<file path="config.mk">
export PLATFORM = sky130hd
export DESIGN_NAME = ball_motion
export DESIGN_NICKNAME = d
export VERILOG_FILES = /design/src/rtl/ball_motion_pkg.sv /design/src/rtl/ball_axis.sv /design/src/rtl/ball_motion.sv
export SDC_FILE = /design/constraint.sdc
export NUM_CORES = 1
export LEC_CHECK = 0
export ABC_AREA = 1
export BUFFER_PORTS_ARGS = -buffer_cell sky130_fd_sc_hd__buf_2
export CORE_MARGIN = 3
export CORE_UTILIZATION = 39
export DETAILED_ROUTE_END_ITERATION = 10
export GPL_ROUTABILITY_DRIVEN = 0
export PLACE_DENSITY = 0.58
export SYNTH_ARGS = -nofsm -noshare
export SYNTH_HDL_FRONTEND = slang
export SYNTH_SLANG_ARGS = --single-unit
export TNS_END_PERCENT = 5
</file>
<file path="constraint.sdc">
create_clock -name clk -period 4.52 [get_ports clk]
set_clock_uncertainty 0.1 [all_clocks]
set_input_delay 0.452 -clock clk [delete_from_list [all_inputs] [get_ports clk]]
set_output_delay 0.452 -clock clk [all_outputs]
set_load 0.005 [all_outputs]
</file>
<file path="src/rtl/ball_motion_pkg.sv">
// Table geometry, speed limit and FSM encoding shared by the ball kinematics
// and the collision detector.
package ball_motion_pkg;

  localparam int BALL_R  = 12;
  localparam int BALL_D  = 2 * BALL_R;
  localparam int TABLE_L = 20;
  localparam int TABLE_R = 620;
  localparam int TABLE_T = 20;
  localparam int TABLE_B = 460;
  localparam int V_MAX   = 15;

  typedef enum logic [1:0] {
    ST_IDLE = 2'd0,
    ST_MOVE = 2'd1,
    ST_HOLD = 2'd2
  } ball_state_t;

endpackage

</file>
<file path="src/rtl/ball_axis.sv">
// One-axis frame step: advance position by d*v, clamp to the cushion and
// reflect the direction when the ball would cross it.
module ball_axis #(
  parameter int DATA_W = 10,
  parameter int LO     = 32,
  parameter int HI     = 608
) (
  input  logic        [DATA_W-1:0] pos,
  input  logic        [DATA_W-1:0] v,
  input  logic signed [DATA_W-1:0] d,
  output logic        [DATA_W-1:0] pos_next,
  output logic signed [DATA_W-1:0] d_next,
  output logic                     hit
);

  localparam logic signed [DATA_W:0] LO_S = (DATA_W+1)'(LO);
  localparam logic signed [DATA_W:0] HI_S = (DATA_W+1)'(HI);

  logic signed [DATA_W:0] pos_s;
  logic signed [DATA_W:0] v_s;
  logic signed [DATA_W:0] nxt;

  always_comb begin
    pos_s    = $signed({1'b0, pos});
    v_s      = $signed({1'b0, v});
    nxt      = d[DATA_W-1] ? (pos_s - v_s) : (pos_s + v_s);
    pos_next = nxt[DATA_W-1:0];
    d_next   = d;
    hit      = 1'b0;
    // One extra bit keeps a step past the low cushion negative instead of wrapping.
    if (nxt < LO_S) begin
      pos_next = DATA_W'(LO);
      d_next   = DATA_W'(1);
      hit      = 1'b1;
    end else if (nxt > HI_S) begin
      pos_next = DATA_W'(HI);
      d_next   = '1;
      hit      = 1'b1;
    end
  end

endmodule

</file>
<file path="src/rtl/ball_motion.sv">
// Per-ball kinematics register: position/speed/direction state, cue shots,
// collision-result capture with cooldown, cushion reflection and friction.
module ball_motion
  import ball_motion_pkg::*;
#(
  parameter int DATA_W       = 10,
  parameter int X_INIT       = 100,
  parameter int Y_INIT       = 240,
  parameter int FRICTION_DIV = 60,
  parameter int COOLDOWN     = 8
) (
  input  logic                     clk,
  input  logic                     rst,
  input  logic                     frame_tick,
  input  logic                     shot_valid,
  input  logic        [DATA_W-1:0] shot_vx,
  input  logic        [DATA_W-1:0] shot_vy,
  input  logic        [DATA_W-1:0] shot_dx,
  input  logic        [DATA_W-1:0] shot_dy,
  input  logic                     col_valid,
  input  logic        [DATA_W-1:0] col_vx,
  input  logic        [DATA_W-1:0] col_vy,
  input  logic        [DATA_W-1:0] col_dx,
  input  logic        [DATA_W-1:0] col_dy,
  output logic                     col_ack,
  output logic        [DATA_W-1:0] x,
  output logic        [DATA_W-1:0] y,
  output logic        [DATA_W-1:0] vx,
  output logic        [DATA_W-1:0] vy,
  output logic signed [DATA_W-1:0] dx,
  output logic signed [DATA_W-1:0] dy,
  output logic                     moving,
  output logic                     wall_hit
);

  localparam int FC_W = (FRICTION_DIV > 1) ? $clog2(FRICTION_DIV) : 1;
  localparam int CD_W = (COOLDOWN > 0) ? $clog2(COOLDOWN + 1) : 1;
  localparam logic signed [DATA_W-1:0] DIR_POS = DATA_W'(1);

  function automatic logic [DATA_W-1:0] sat_speed(input logic [DATA_W-1:0] v);
    return (v > DATA_W'(V_MAX)) ? DATA_W'(V_MAX) : v;
  endfunction

  // Only the sign of a direction input matters; zero keeps the current direction.
  function automatic logic signed [DATA_W-1:0] dir_decode(
    input logic        [DATA_W-1:0] raw,
    input logic signed [DATA_W-1:0] cur
  );
    if (raw[DATA_W-1]) return '1;
    else if (raw != '0) return DIR_POS;
    else return cur;
  endfunction

  ball_state_t state;
  logic [CD_W-1:0] cool;
  logic [FC_W-1:0] fcnt;

  logic        [DATA_W-1:0] ax_pos, ay_pos;
  logic signed [DATA_W-1:0] ax_d, ay_d;
  logic                     ax_hit, ay_hit;

  logic              capture, step_en, fr_wrap;
  logic [DATA_W-1:0] vx_fr, vy_fr, shot_vxs, shot_vys;

  ball_axis #(.DATA_W(DATA_W), .LO(TABLE_L + BALL_R), .HI(TABLE_R - BALL_R)) u_axis_x (
    .pos(x), .v(vx), .d(dx), .pos_next(ax_pos), .d_next(ax_d), .hit(ax_hit)
  );

  ball_axis #(.DATA_W(DATA_W), .LO(TABLE_T + BALL_R), .HI(TABLE_B - BALL_R)) u_axis_y (
    .pos(y), .v(vy), .d(dy), .pos_next(ay_pos), .d_next(ay_d), .hit(ay_hit)
  );

  always_comb begin
    capture  = col_valid && (state != ST_HOLD);
    step_en  = frame_tick && !capture && (state == ST_MOVE || state == ST_HOLD);
    fr_wrap  = (fcnt == FC_W'(FRICTION_DIV - 1));
    vx_fr    = (fr_wrap && vx != '0) ? vx - DATA_W'(1) : vx;
    vy_fr    = (fr_wrap && vy != '0) ? vy - DATA_W'(1) : vy;
    shot_vxs = sat_speed(shot_vx);
    shot_vys = sat_speed(shot_vy);
  end

  assign moving = (state != ST_IDLE);

  always_ff @(posedge clk) begin
    if (rst) begin
      state    <= ST_IDLE;
      x        <= DATA_W'(X_INIT);
      y        <= DATA_W'(Y_INIT);
      vx       <= '0;
      vy       <= '0;
      dx       <= DIR_POS;
      dy       <= DIR_POS;
      col_ack  <= 1'b0;
      wall_hit <= 1'b0;
      cool     <= '0;
      fcnt     <= '0;
    end else begin
      col_ack  <= 1'b0;
      wall_hit <= 1'b0;

      if (step_en) begin
        x        <= ax_pos;
        y        <= ay_pos;
        dx       <= ax_d;
        dy       <= ay_d;
        wall_hit <= ax_hit || ay_hit;
        vx       <= vx_fr;
        vy       <= vy_fr;
        fcnt     <= fr_wrap ? '0 : fcnt + FC_W'(1);
      end

      if (capture) begin
        vx      <= sat_speed(col_vx);
        vy      <= sat_speed(col_vy);
        dx      <= dir_decode(col_dx, dx);
        dy      <= dir_decode(col_dy, dy);
        cool    <= CD_W'(COOLDOWN);
        col_ack <= 1'b1;
        state   <= ST_HOLD;
      end else begin
        unique case (state)
          ST_IDLE: begin
            if (shot_valid) begin
              vx <= shot_vxs;
              vy <= shot_vys;
              dx <= dir_decode(shot_dx, dx);
              dy <= dir_decode(shot_dy, dy);
              if ((shot_vxs | shot_vys) != '0) state <= ST_MOVE;
            end
          end
          ST_MOVE: begin
            if (step_en && vx_fr == '0 && vy_fr == '0) state <= ST_IDLE;
          end
          ST_HOLD: begin
            if (step_en) begin
              cool <= cool - CD_W'(1);
              if (cool <= CD_W'(1))
                state <= (vx_fr == '0 && vy_fr == '0) ? ST_IDLE : ST_MOVE;
            end
          end
          default: state <= ST_IDLE;
        endcase
      end
    end
  end

endmodule

</file>
==> qor.yml, run 1 <==
status: "finished, final reports clean"
vias_per_cell: 4.99
dieArea_um2: 16700
wirelength_um: 18200
ys_warn_count: 0
fin_setup_tns_ns: 0
drtAntennaViolNets: 0
rows: 44
ys_ff_latch: 74
peakVddDrop_mv: 0.214
cp.required_ns: 4.69
power.static_leakage_uw: 0.00384
cts.clk_slew.worst_paths_ns: 0.06
synth_cell_types: 51
nets: 1239
grt_pass1_wl_um: 29800
end_kind: "register"
cts_buffers: 9
route.detailed.drc: 0
n_antenna_cell: 0
clock_latency_ns: 0.35
ys_async_sr_fraction_pct: 0
cts_setup_buffers: 0
power_uw: 3300
routedWlPerCell_um: 13.8
io_buffers: 147
cts_buffer_depth: 2
pin_count: 148
syn-num-nets: 1104
crit_path_max_incr_delay_ns: 0.41
first_pass_iters: 4
area_growth_pct: 19.6
netlist_area_um2: 5940
syn_avg_cell_area_um2: 6.01
drive_above_1_share_pct: 18.3
clock_sinks: 74
initial_core_util_pct: 40.4
drv_cap: 0
cpMaxStageDelayCell: "nand3_1"
worstPathCellList: "inv_1, ha_1, nand2_1, nor2_1, inv_1, nand2_1, xor2_1, inv_1, ha_1, nand2_1, inv_1, a21oi_1, nand2_1, nand2_1, nand2_1, nor2_1, nand3_1, nand2_1, nand3_1, nand2_1, nand2_1, nand2_1, nand2_1, a21oi_1"
die-width_um: 129
fin_crit_sh_pct: 82.1
grt_antenna_before_repair: 0
rsz0062_at_grt: "no"
fill_cells: 1582
worstHoldPathType: "in2reg"
utilization_pct: 48.3
grt_max_degree: 52
hpwl_um: 13800
fin_crit_ns: 3.71
arrival_ns: 3.89
relSlewSlack_pct: 42.7
tightest_slew_ns: 0.859
die-height_um: 129
synth_top_flop_cell: "dfxtp_1"
first_global_vias: 5997
route.vias.total: 6552
coreArea_um2: 14700
max_freq_mhz: 269
globalRouteTotalUtil_pct: 22.0
path_common_cell: "nand2_1"
cts_tree: "built"
ys_seq_area_share_pct: 24.9
slew_violations: 0
synth_edf_count: 0
ctsResizeCount: 0
hold_violations: 0
crit_buf_inv: 4
root_buffer: "clkbuf_16"
critical_path_class: "reg2reg"
htreeDepth: 3
cp_top_family: "simple AND/OR/NAND/NOR gates"
cts_hold_buffers: 0
power_density_nw_per_um2: 464
path_max_fanout: 11
drtIter0Drc: 434
syn_inst: 988
startpoint_type: "register"
finalSetupViolations: 0
grt_overflow: 0
==> per-stage QoR <==
stage / std cells / cell area (um^2) / setup slack, ns / hold WS (ns)
after floorplan: 988 / 5940 / 1.60 / 0.352
after global placement: 1296 / 6810 / 0.898 / 0.352
after detailed placement: 1296 / 6810 / 0.857 / 0.356
after CTS: 1312 / 7100 / 0.824 / 0.230
after global routing: 1312 / 7100 / 0.339 / 0.256
final: 1312 / 7100 / 0.808 / 0.240
==> area by class of cell <==
class | instances | area (um^2) | share of cell area, %
inverters | 139 | 524 | 7.38
well taps | 184 | 230 | 3.24
flip-flops and latches | 74 | 1480 | 20.9
multi-input cells | 749 | 3810 | 53.7
clock buffers | 10 | 229 | 3.22
clock inverters | 6 | 67.6 | 0.951
repair buffers | 150 | 758 | 10.7
==> sequential cells by signal (all words and copies together), names as in the netlist, 2 cells and up <==
signal	flops
dx	10
dy	10
vx	10
vy	10
x	10
y	10
fcnt	6
cool	4
state	2
==> worst min-delay path, cell delays in order <==
cell	delay, ns
buf_2	0.07
o21ai_0	0.07
o21ai_0	0.06
==> cell usage after synthesis (5+ instances only) <==
cell type    n  area share (%)
nand3b_1     9             1.1
nand3_2      5            0.84
nor2_1      86             5.4
nor4_1       8            0.84
buf_2        5            0.42
ha_1        29             6.1
nand4_1      7            0.74
nor3_1      13             1.1
nand2_2      6            0.63
xor2_1       8             1.2
a21oi_1     81             6.8
nand2_1    309              20
nor2_2       9            0.95
clkbuf_1    17             1.1
nand3_1     61             5.1
dfxtp_1     74              25
inv_1      134             8.5
o21ai_0     65             5.5
==> report_power, final <==
part           total [uW]  switching [uW]  internal [uW]
registers             832            95.6            736
logic                1720            1110            613
clock network         747             318            429
total                3300            1520           1780
==> per-layer routing <==
| metal | wire [um] | global-route usage [%] |
|---|---|---|
| met2 | 7960 | 34.5 |
| met1 | 8920 | 31.4 |
| met4 | 301 | 6.55 |
| met3 | 979 | 3.17 |
| met5 | 0 | 0 |
==> placed cells by master (no fill, tap or decap), types with 3 or more instances in the layout <==
cell / netlist / final
a21oi_1: 81 / 81
a22oi_1: 4 / 4
buf_2: 5 / 147
buf_4: 2 / 3
clkbuf_16: 0 / 9
dfxtp_1: 74 / 74
ha_1: 29 / 29
inv_1: 134 / 134
inv_2: 4 / 4
nand2_1: 309 / 309
nand2_2: 6 / 6
nand2_4: 3 / 3
nand3_1: 61 / 61
nand3_2: 5 / 5
nand3b_1: 9 / 9
nand4_1: 7 / 7
nor2_1: 86 / 86
nor2_2: 9 / 9
nor2_4: 3 / 3
nor3_1: 13 / 13
nor4_1: 8 / 8
o211ai_1: 4 / 4
o21ai_0: 65 / 65
o21ai_1: 4 / 4
xnor2_1: 4 / 4
xor2_1: 8 / 8
==> logic make-up (layout without fill, tap and decap cells) <==
family                     after synthesis  count (layout)  share of synthesized area [%]
and+or+nand+nor                        527             527                           38.8
buffers and inverters                  165             305                           10.8
adders and majority gates               31              31                           6.78
xor gates and xnor gates                13              13                           2.04
AOI/OAI and AO/OA                      178             178                           16.6
DFF                                     74              74                           24.9
==> path summary, 6_finish.rpt <==
path,slack [ns],from,to,depth (start not counted)
min,0.24,col_vy[1],vy[1]$_SDFF_PP0_,3
max,0.81,vy[0]$_SDFF_PP0_,dy[5]$_SDFFE_PP0P_,24
max reg2reg,0.81,vy[0]$_SDFF_PP0_,dy[5]$_SDFFE_PP0P_,24
min reg2reg,0.37,y[9]$_SDFFE_PP0P_,y[9]$_SDFFE_PP0P_,2
Power figures use the tool's default switching activity.
==> run 2, diff against run 1 <==
- PLACE_DENSITY: 0.58 -> 0.6
- clock period: 4.52 -> 3.3 ns (I/O delays scaled with it)
==> run 2 against run 1 <==
Net effect:
- cell count increased by 3.2%
- maximum frequency up 18%
- worst hold slack lost 0.11 ns
- count of clock-buffer cells in the layout grew 1
- critical endpoint is now dy[4]$_SDFFE_PP0P_
==> qor.yml, run 2 (synthesis gave the netlist of run 1 again) <==
highest_layer: "met4"
pwr-share-comb_pct: 58.2
intPower_uw: 2800
grt_antenna_before_repair: 0
cts_buffers: 9
coreArea_um2: 14700
grt_pass1_wl_um: 29700
wl_met2_um: 8450
die-width_um: 129
fin_area_um2: 7830
nets: 1282
seqPwrFrac_pct: 22.2
power_uw: 5120
m1WireLength_um: 9080
clock_latency_ns: 0.34
grt_max_degree: 52
worstHoldPathType: "in2reg"
tightest_slew_ns: 0.875
power_density_nw_per_um2: 655
rows: 44
place_area_um2: 7040
pin_count: 148
p_switching_uw: 2330
peakVddDrop_mv: 0.288
initial_core_util_pct: 40.4
power.static_leakage_uw: 0.00410
dieArea_um2: 16700
path_max_fanout: 7
drtAntennaViolNets: 0
final_common_cell: "nand2_1"
rr_worst_depth: 23
n_antenna_cell: 0
mostFrequentLayoutCells: "nand2_1 (294), buf_2 (147), inv_1 (124), nor2_1 (79), a21oi_1 (66)"
cts_tree: "built"
drtIter0Drc: 502
cp.required_ns: 3.47
vias_per_cell: 5.05
finalSetupViolations: 0
root_buffer: "clkbuf_16"
grt_overflow: 0
drive_above_1_share_pct: 27.8
route.vias.total: 6838
hpwl_um: 14000
first_global_vias: 6019
cts_buffer_depth: 2
die-height_um: 129
relSlewSlack_pct: 41.7
route.detailed.drc: 0
hold_depth: 3
htreeDepth: 3
area_growth_pct: 31.8
rsz0062_at_grt: "yes"
cts.clk_slew.worst_paths_ns: 0.06
drv_cap: 0
max_freq_mhz: 319
first_pass_iters: 7
fin_crit_sh_pct: 95.1
slew_violations: 0
wirelength_um: 19000
hold_violations: 0
status: "finished, final reports clean"
clock_sinks: 74
fin_crit_ns: 3.14
critical_path_class: "reg2reg"
io_buffers: 147
pwr-share-clk_pct: 19.6
wl_met3_um: 1150
startpoint_type: "register"
arrival_ns: 3.31
end_kind: "register"
routedWlPerCell_um: 14.0
globalRouteTotalUtil_pct: 21.9
switching_share_pct: 45.4
==> run 2: cell count changes in the layout (fill, tap and decap cells not counted), sizes merged <==
cell / delta
clkbuf: +2
inv: -2
buf: +41
a21oi: +1
==> run 2: per-stage QoR <==
stage / TNS [ns] / util [%] / setup slack [ns] / hold WS (ns) / cells
finish: 0 / 53.2 / 0.163 / 0.126 / 1354
global placement: 0 / 47.9 / 0.0104 / 0.368 / 1325
detailed placement: 0 / 47.9 / 0.00283 / 0.382 / 1325
floorplan: 0 / - / 0.377 / 0.352 / 988
CTS: 0 / 50.0 / 0.0351 / 0.115 / 1340
global route: -0.316 / 53.2 / -0.0566 / 0.138 / 1354
==> run 2: worst paths after layout <==
check,startpoint,endpoint,slack [ns]
max,vy[3]$_SDFF_PP0_,dy[4]$_SDFFE_PP0P_,0.16
min,col_vy[2],vy[2]$_SDFF_PP0_,0.13
max reg2reg,vy[3]$_SDFF_PP0_,dy[4]$_SDFFE_PP0P_,0.16
min reg2reg,y[9]$_SDFFE_PP0P_,y[9]$_SDFFE_PP0P_,0.39
==> run 2: metal layers <==
layer | up-vias | GRT usage (%)
li1 | 3546 | -
met1 | 3059 | 31.4
met2 | 212 | 34.4
met3 | 21 | 3.42
met4 | 0 | 5.87
met5 | - | 0
==> run 2: final cells by class <==
cell class / instances / area (um^2)
inverters: 139 / 534
fillers: 1528 / 6870
multi-input cells: 750 / 4150
repair buffers: 192 / 1120
clock buffers: 11 / 243
clock inverters: 4 / 52.6
flip-flops and latches: 74 / 1500
well taps: 184 / 230
==> run 2: worst max-delay path, cell delays in order (launching register included) <==
cell     delay [ns]
dfxtp_2        0.36
nor2_2         0.19
nand3_4        0.12
inv_2          0.07
nand2_1        0.04
nand2_1        0.05
nand2_1        0.07
a21oi_1        0.13
inv_1          0.10
ha_4           0.25
nand2_1        0.06
nand2_1        0.09
a31oi_1        0.21
nand2_2        0.10
xnor2_2        0.24
buf_4          0.16
nand3_1        0.09
buf_6          0.16
buf_6          0.14
nand2_1        0.05
nand2_1        0.05
nand2_1        0.06
nand2_1        0.05
a21oi_1        0.12
==> run 2: timing repair <==
action | 4_1_cts | 5_1_grt
endpoints found under the setup margin | 11 | 38
buffers inserted | 0 | 12
pin swaps | 0 | 22
endpoints found under the hold margin | 0 | 0
gates resized for setup | 2 | 97
gates cloned | 0 | 2
hold buffers | 0 | 0
==> run 2: power by group through the flow <==
stage	clock network [uW]	registers (uW)	logic [uW]
finish	1000	1140	2980
global route	1060	1150	3360
detailed placement	0	1140	2510
floorplan	0	1130	1760
CTS	1020	1120	2550
global placement	0	1140	2500
==> run 3, diff against run 2 <==
- clock period: 3.3 -> 2.85 ns (I/O delays scaled with it)
==> run 3 against run 2 <==
Net effect:
- the run now ends with negative setup slack left
- worst setup slack worse by 0.36 ns
- flip-flop and latch count unchanged
- cell count up 6.4%
- via count up 5.1%
- highest routed layer unchanged
- total power up 36%
- count of clock-buffer cells in the layout unchanged
- maximum frequency up 3.1%
- sequential share of layout area down 2.0 points
- clock power up 18%
- combinational power up 50%
==> qor.yml, run 3 (synthesis gave the netlist of run 1 again) <==
root_buffer: "clkbuf_16"
cts_buffer_depth: 2
end_kind: "register"
vias_per_cell: 4.99
fin_crit_sh_pct: 107
n_antenna_cell: 0
grt_max_degree: 52
die-height_um: 129
cts_buffers: 9
cpMaxStageDelayCell: "ha_1"
cts.clk_slew.worst_paths_ns: 0.07
nets: 1369
hold_violations: 0
wirelength_um: 20400
pwr-share-comb_pct: 64.4
hpwl_um: 14800
max_freq_mhz: 329
grt_pass1_wl_um: 32400
arrival_ns: 3.22
power_density_nw_per_um2: 791
drtAntennaViolNets: 0
rows: 44
p_switching_uw: 3030
worstPathCellList: "buf_6, nor2_4, buf_6, nand3_2, nand2_2, nand2_2, nand2_1, o21ai_1, ha_1, nand2_1, nand2_2, inv_2, nand3_1, nand2_2, nand3_2, nand2_2, nand4_1, buf_4, clkbuf_16, nand2_1, nand2_1, nand2_1, nand2_1, a21oi_1"
violations: "negative setup slack"
rsz0062_at_grt: "yes"
final_common_cell: "nand2_1"
clock_latency_ns: 0.35
htreeDepth: 3
first_pass_iters: 5
path_common_cell: "nand2_1"
coreArea_um2: 14700
fill_cells: 1430
layout_setup_ws_ns: -0.192
slew_violations: 0
grt_overflow: 0
fin_crit_ns: 3.04
peakVddDrop_mv: 0.351
drive_above_1_share_pct: 37.5
drtIter0Drc: 493
path_max_fanout: 5
routedWlPerCell_um: 14.1
route.detailed.drc: 0
mostFrequentLayoutCells: "nand2_1 (270), buf_2 (147), buf_4 (119), inv_1 (118), nor2_1 (77)"
seqPwrFrac_pct: 18.8
first_global_vias: 6781
globalRouteTotalUtil_pct: 23.9
route.vias.total: 7185
clock_sinks: 74
area_growth_pct: 48.1
power.static_leakage_uw: 0.00457
intPower_uw: 3930
pwr-share-clk_pct: 16.9
switching_share_pct: 43.5
cp.required_ns: 3.03
utilization_pct: 59.8
crit_path_max_incr_delay_ns: 0.38
finalSetupViolations: 35
worstHoldPathType: "in2reg"
hold_ws_ns: 0.0664
drv_cap: 0
tightest_slew_ns: 0.772
pin_count: 148
grt_antenna_before_repair: 0
relSlewSlack_pct: 48.5
power_uw: 6960
cts_hold_buffers: 0
critical_path_class: "reg2reg"
initial_core_util_pct: 40.4
status: "finished, violations left"
cts_tree: "built"
dieArea_um2: 16700
die-width_um: 129
startpoint_type: "register"
io_buffers: 147
## run 3: cell count changes in the layout (fill, tap and decap cells not counted), moves of 4 or more
cell	before	now
o21ai_0	60	55
nand3_2	9	13
buf_4	40	119
nand2_2	21	42
nand3_1	56	52
buf_6	2	8
inv_2	11	18
a21oi_1	66	55
nand2_1	294	270
a21oi_2	16	24
inv_1	124	118
## run 3: power groups by stage
stage	clock network [uW]	logic [uW]	registers, uW
6_report	1180	4480	1310
5_1_grt	1240	4950	1320
4_1_cts	1200	4020	1300
3_5_place_dp	0	3580	1300
3_3_place_gp	0	3550	1300
2_1_floorplan	0	2050	1310
## run 3: area by class of cell
| cell class | count | area [um^2] | area share [%] |
|---|---|---|---|
| multi-input combinational | 750 | 4410 | 50.1 |
| timing repair buffer | 279 | 1830 | 20.8 |
| sequential | 74 | 1500 | 17.1 |
| inverter | 139 | 532 | 6.04 |
| clock buffer | 11 | 243 | 2.76 |
| tap | 184 | 230 | 2.62 |
| clock inverter | 4 | 51.3 | 0.583 |
## run 3: path summary, 6_finish.rpt
check,end,slack (ns),start,cells past startpoint
max,dx[1]$_SDFFE_PP0P_,-0.19,vx[1]$_SDFF_PP0_,24
min,vy[2]$_SDFF_PP0_,0.07,col_vy[2],3
max reg2reg,dx[1]$_SDFFE_PP0P_,-0.19,vx[1]$_SDFF_PP0_,24
min reg2reg,x[0]$_SDFFE_PP0P_,0.38,x[0]$_SDFFE_PP0P_,2
## run 3: per-stage QoR
step	worst slack (ns)	cells	TNS [ns]	instance area, um^2
finish	-0.192	1441	-3.00	8800
detailed placement	-0.336	1408	-9.26	7690
CTS	-0.173	1434	-2.52	8450
global placement	-0.278	1408	-7.67	7690
global route	-0.423	1441	-10.91	8800
floorplan	-0.00655	988	-0.0562	5950
## run 3: routing by layer
layer	vias to the layer above	part of all wire [%]	track usage [%]
met5	-	0	0
met4	0	1.9	7.84
met3	33	5.4	3.71
met2	210	46	39.3
met1	3226	46	32.1
li1	3716	-	-
## run 3: critical path, delay by kind of cell, from the launching register on
family / cells / cell delay, ns
AND/OR/NAND/NOR: 16 / 1.34
buffers and inverters: 5 / 0.63
adder cells (fa/ha/maj): 1 / 0.38
flip-flops: 1 / 0.33
AO/OA/AOI/OAI: 2 / 0.21
## run 3: what timing repair did
item | CTS | global route
pin swaps | 32 | 65
gates cloned | 2 | 1
gates resized for setup | 88 | 90
endpoints found under the setup margin | 40 | 40
buffers inserted | 9 | 7
